<file path="config.mk">
export PLATFORM = sky130hd
export DESIGN_NAME = button_bank
export DESIGN_NICKNAME = d
export VERILOG_FILES = /design/src/rtl/button_bank.sv
export SDC_FILE = /design/constraint.sdc
export NUM_CORES = 1
export LEC_CHECK = 0
export ABC_AREA = 1
export CAP_MARGIN = 40
export CORE_ASPECT_RATIO = 1.25
export CORE_MARGIN = 2
export CORE_UTILIZATION = 55
export CTS_CLUSTER_SIZE = 25
export DETAILED_ROUTE_END_ITERATION = 6
export PLACE_DENSITY = 0.72
export REMOVE_ABC_BUFFERS = 1
export SLEW_MARGIN = 20
export SYNTH_ARGS = -nofsm -noshare
export SYNTH_HDL_FRONTEND = slang
export SYNTH_SLANG_ARGS = --single-unit
</file>
<file path="constraint.sdc">
create_clock -name clk -period 4.45 [get_ports clk]
set_clock_uncertainty 0.1 [all_clocks]
set_input_delay 1.1125 -clock clk [delete_from_list [all_inputs] [get_ports clk]]
set_output_delay 1.1125 -clock clk [all_outputs]
set_load 0.01 [all_outputs]
</file>
<file path="src/rtl/button_bank.sv">
// Bank of independent push-button conditioners: two-flop synchroniser, stability
// debounce, registered held level, press/release pulses and optional auto-repeat.
module button_bank #(
    parameter int N_BUTTONS       = 4,
    parameter int ACTIVE_LOW      = 1,
    parameter int DEBOUNCE_CYCLES = 250000,
    parameter int REPEAT_DELAY    = 0,
    parameter int REPEAT_PERIOD   = 2500000
) (
    input  logic                 clk,
    input  logic                 reset,
    input  logic [N_BUTTONS-1:0] buttons_raw,
    output logic [N_BUTTONS-1:0] pressed,
    output logic [N_BUTTONS-1:0] press_pulse,
    output logic [N_BUTTONS-1:0] release_pulse,
    output logic [N_BUTTONS-1:0] repeat_pulse,
    output logic                 any_pressed
);

    localparam int CW   = $clog2(DEBOUNCE_CYCLES + 1);
    localparam int HMAX = (REPEAT_DELAY > REPEAT_PERIOD) ? REPEAT_DELAY : REPEAT_PERIOD;
    localparam int HW   = $clog2(HMAX + 1);
    localparam bit REPEAT_EN = (REPEAT_DELAY > 0);

    localparam logic [N_BUTTONS-1:0] REL_LEVEL = (ACTIVE_LOW != 0) ? '1 : '0;
    localparam logic [CW-1:0] DEB_LAST = CW'(DEBOUNCE_CYCLES - 1);
    localparam logic [HW-1:0] DLY_LAST = HW'((REPEAT_DELAY > 0) ? REPEAT_DELAY - 1 : 0);
    localparam logic [HW-1:0] PER_LAST = HW'(REPEAT_PERIOD - 1);

    logic [N_BUTTONS-1:0] sync0, sync1, act;
    logic [CW-1:0]        deb_q  [N_BUTTONS];
    logic [CW-1:0]        deb_d  [N_BUTTONS];
    logic [HW-1:0]        hold_q [N_BUTTONS];
    logic [HW-1:0]        hold_d [N_BUTTONS];
    logic [N_BUTTONS-1:0] phase_q, phase_d;
    logic [N_BUTTONS-1:0] pressed_d, press_d, release_d, repeat_d;
    logic                 toggle;

    assign act = sync1 ^ REL_LEVEL;

    always_comb begin
        deb_d     = deb_q;
        hold_d    = hold_q;
        phase_d   = phase_q;
        pressed_d = pressed;
        press_d   = '0;
        release_d = '0;
        repeat_d  = '0;
        toggle    = 1'b0;
        for (int unsigned i = 0; i < unsigned'(N_BUTTONS); i++) begin
            toggle = 1'b0;
            if (act[i] == pressed[i]) begin
                deb_d[i] = '0;
            end else if (deb_q[i] == DEB_LAST) begin
                toggle       = 1'b1;
                deb_d[i]     = '0;
                pressed_d[i] = act[i];
                press_d[i]   = act[i];
                release_d[i] = ~act[i];
            end else begin
                deb_d[i] = deb_q[i] + CW'(1);
            end

            // phase_q selects between the initial delay and the repeat period;
            // an accepted release in this cycle suppresses any repeat.
            if (REPEAT_EN && pressed[i] && !toggle) begin
                if (hold_q[i] == (phase_q[i] ? PER_LAST : DLY_LAST)) begin
                    repeat_d[i] = 1'b1;
                    hold_d[i]   = '0;
                    phase_d[i]  = 1'b1;
                end else begin
                    hold_d[i] = hold_q[i] + HW'(1);
                end
            end else begin
                hold_d[i]  = '0;
                phase_d[i] = 1'b0;
            end
        end
    end

    always_ff @(posedge clk or posedge reset) begin
        if (reset) begin
            sync0         <= REL_LEVEL;
            sync1         <= REL_LEVEL;
            deb_q         <= '{default: '0};
            hold_q        <= '{default: '0};
            phase_q       <= '0;
            pressed       <= '0;
            press_pulse   <= '0;
            release_pulse <= '0;
            repeat_pulse  <= '0;
            any_pressed   <= 1'b0;
        end else begin
            sync0         <= buttons_raw;
            sync1         <= sync0;
            deb_q         <= deb_d;
            hold_q        <= hold_d;
            phase_q       <= phase_d;
            pressed       <= pressed_d;
            press_pulse   <= press_d;
            release_pulse <= release_d;
            repeat_pulse  <= repeat_d;
            any_pressed   <= |pressed_d;
        end
    end

endmodule
</file>
==> metrics.md <==
| Metric | Value |
|---|---|
| Status | complete, no violations |
| Die Ht | 108 um |
| Switching part of the total power | 22.8% |
| Final setup fails | 0 |
| Crit path time final | 2560 ps |
| Port Buffers | 18 |
| Register area | 2340 um2 |
| Achievable frequency | 0.391 GHz |
| Post-Layout Cell Count | 706 |
| Layout cell share with drive strength beyond 1 | 12.5% |
| Worst Hold Class | flip-flop to flip-flop |
| Synthesized cell area | 4720 um2 |
| Largest net degree at the start of global routing | 54 |
| Crit-path cells | clkdlybuf4s50_1 |
| Crit. End Element | primary output |
| Number of synthesis warnings | 0 |
| Worst setup SP type | flip-flop |
| Detail Route Antenna Nets | 0 |
| Synth Flop Type | dfrtp_1 |
| Total CTS buffers | 9 |
| Async S/R FF share, synth | 100% |
| CTS tree | yes |
| Crit-path leading delay family | buffers and inverters |
| DP Wirelength | 6520 um |
| Fin. max-slew vios | 0 |
| DRT iter0 DRCs | 207 |
| Drt pass-1 iters | 4 |
| RSZ-0062 raised after global routing | no |
| Post-synth EDFFs | 0 |
| Clock share of power | 38.8% |
| Sequential element share of the synthesized area | 49.6% |
| Antenna violations before repair | 0 |
| Setup TNS | 0 ps |
| Worst relative slew slack | 66.4% |
| H-tree levels | 3 |
| Clock Latency Late Sink | 370 ps |
| First-pass GRT wire length | 16100 um |
| GRT Overall Usage | 21.6% |
| Die width | 86.8 um |
| Gpl congestion | 0.920 |
| Vias after detailed routing | 3740 |
| Synth Area per Inst | 8.20 um2 |
| Initial cell density of the core | 56.9% |
| I/O Pins | 23 |
| Gr ovfl total | 0 |
| P_int | 1.17 mW |
| Worst Tran Pin Value | 504 ps |
| Hold bufs inserted after CTS | 0 |
| Clock Path Buffers | 2 |
| Total Wirelength | 8970 um |
| Nets | 614 |
| WL/cell | 12.7 um |
| Gate Count Post-Synth | 575 |
| CTS resizes | 0 |
| Placed insts | 690 |
| Crit path DAT | 1340 ps |
| Vias in the first global route | 3670 |
| Yosys reg bits | 93 |
| Vias/cell | 5.30 |
| Endpoints failing hold | 0 |
| DRC Markers | 0 |
| Slowest cell delay on critical path | 560 ps |
| Max_cap viols | 0 |
| Core Area | 8290 um2 |
| # Post-CTS Setup Buffers | 0 |
| Crit Path Category | flip-flop to primary output |
| Slowest CP cell | clkdlybuf4s50_1 |
| P_leak | 2.23 nW |
| Count of different cell masters after synthesis | 25 |
| Layout area overhead | 10.9% |
| Max Fanout on Critical Path | 5 |
| Max VDD drop | 220 uV |
| Pwr/cell area | 290 nW/um2 |
| Clock slew at reported path FFs | 90 ps |
| Clock Sinks | 93 |
| Die footprint | 9340 um2 |
| Fillers | 708 |
| P_sw | 0.346 mW |
| Diodes inserted | 0 |
| Logic gate share of total power | 3.9% |
| Site Rows | 37 |
| CTS root buffer | clkbuf_8 |
| Worst path bufs/invs | 1 |
| Multi-input gate area | 2090 um2 |
| Fin crit share | 57.4% |
| Crit path required time | 3240 ps |
| Register share of total power | 57.3% |
==> routing by layer <==
layer	wire, um	part of all wire (%)	global-route usage (%)
met1	4020	45	28.2
met5	0	0	0
met3	252	2.8	2.61
met2	4520	50	36.1
met4	165	1.8	9.26
==> worst paths after layout <==
kind | startpoint | end | slack [ps] | cells past startpoint
min | sync0[2] | sync1[2] | 250 | 0
max | pressed[2] | pressed[2] | 1890 | 1
min reg2reg | sync0[2] | sync1[2] | 250 | 0
min in group asynchronous | reset | deb_q[55] | 1030 | 2
max reg2reg | deb_q[36] | deb_q[53] | 2560 | 10
max in group asynchronous | reset | sync0[1] | 2400 | 4
==> cells in the mapped netlist (7+ instances only) <==
| cell type | instances | share of area [%] |
|---|---|---|
| nand2_1 | 92 | 7.3 |
| nor3_2 | 7 | 1.5 |
| a21oi_1 | 16 | 1.7 |
| dfrtp_1 | 85 | 45 |
| nor3_1 | 24 | 2.5 |
| nand3_1 | 37 | 3.9 |
| nand2_2 | 16 | 2.1 |
| nand4_1 | 18 | 2.4 |
| nor2_4 | 7 | 1.7 |
| dfstp_2 | 8 | 4.5 |
| nor2_1 | 126 | 10 |
| nor2_2 | 14 | 1.9 |
| nand3b_1 | 9 | 1.4 |
| xor2_1 | 20 | 3.7 |
| inv_1 | 61 | 4.9 |
==> metrics by stage <==
stage / hold slack, ps / setup slack, ps / instance area (um2) / total power [mW] / util, %
global placement: 246 / 1760 / 5000 / 0.941 / 60.4
CTS: 256 / 1880 / 5230 / 1.53 / 63.1
floorplan: 245 / 830 / 4680 / 0.922 / -
finish: 253 / 1890 / 5230 / 1.52 / 63.1
detailed placement: 247 / 1960 / 5030 / 0.946 / 60.7
global route: 256 / 1850 / 5230 / 1.57 / 63.1
==> registers in the layout (all words and copies together), names as in the netlist <==
signal         flops
pressed            4
deb_q             72
press_pulse        4
sync0              4
sync1              4
any_pressed        1
release_pulse      4
==> power by group through the flow <==
stage / Combinational [mW] / Sequential (mW) / Clock [mW]
after floorplan: 0.0398 / 0.883 / 0
after global placement: 0.0568 / 0.884 / 0
after detailed placement: 0.0612 / 0.885 / 0
after CTS: 0.0615 / 0.869 / 0.599
after global routing: 0.0710 / 0.870 / 0.626
final: 0.0599 / 0.868 / 0.588
==> cell usage in the layout, fill, tap and decap left out, drive strengths merged <==
master         instances
nand2                108
a21oi                 16
ha                     4
dfrtp                 85
clkdlybuf4s50         18
nand3                 37
bufinv                 1
xor2                  20
nor2                 147
xnor2                  6
clkbuf                13
nand4                 18
clkinv                 3
dfstp                  8
conb                   4
nor4                   2
o21ai                  3
nand3b                 9
nor3                  31
buf                    3
inv                   67
nor3b                  6
==> logic make-up (layout without fill, tap and decap cells) <==
| family | count (synthesis) | count (layout) | share of synthesized area (%) |
|---|---|---|---|
| xor gates and xnor gates | 26 | 26 | 4.83 |
| DFF | 93 | 93 | 49.6 |
| and+or+nand+nor | 358 | 358 | 36.0 |
| AOI/OAI and AO/OA | 19 | 19 | 2.10 |
| other | 1 | 4 | 0.0795 |
| adders and majority gates | 4 | 4 | 1.06 |
| buffers and inverters | 74 | 105 | 6.37 |
==> final cells by class <==
cell class / instances / area share, %
sequential: 93 / 44.7
multi-input combinational: 411 / 39.9
inverter: 68 / 4.93
timing repair buffer: 21 / 4.26
clock buffer: 13 / 3.04
tap: 97 / 2.32
clock inverter: 3 / 0.837
(Power assumes the default switching activity.)
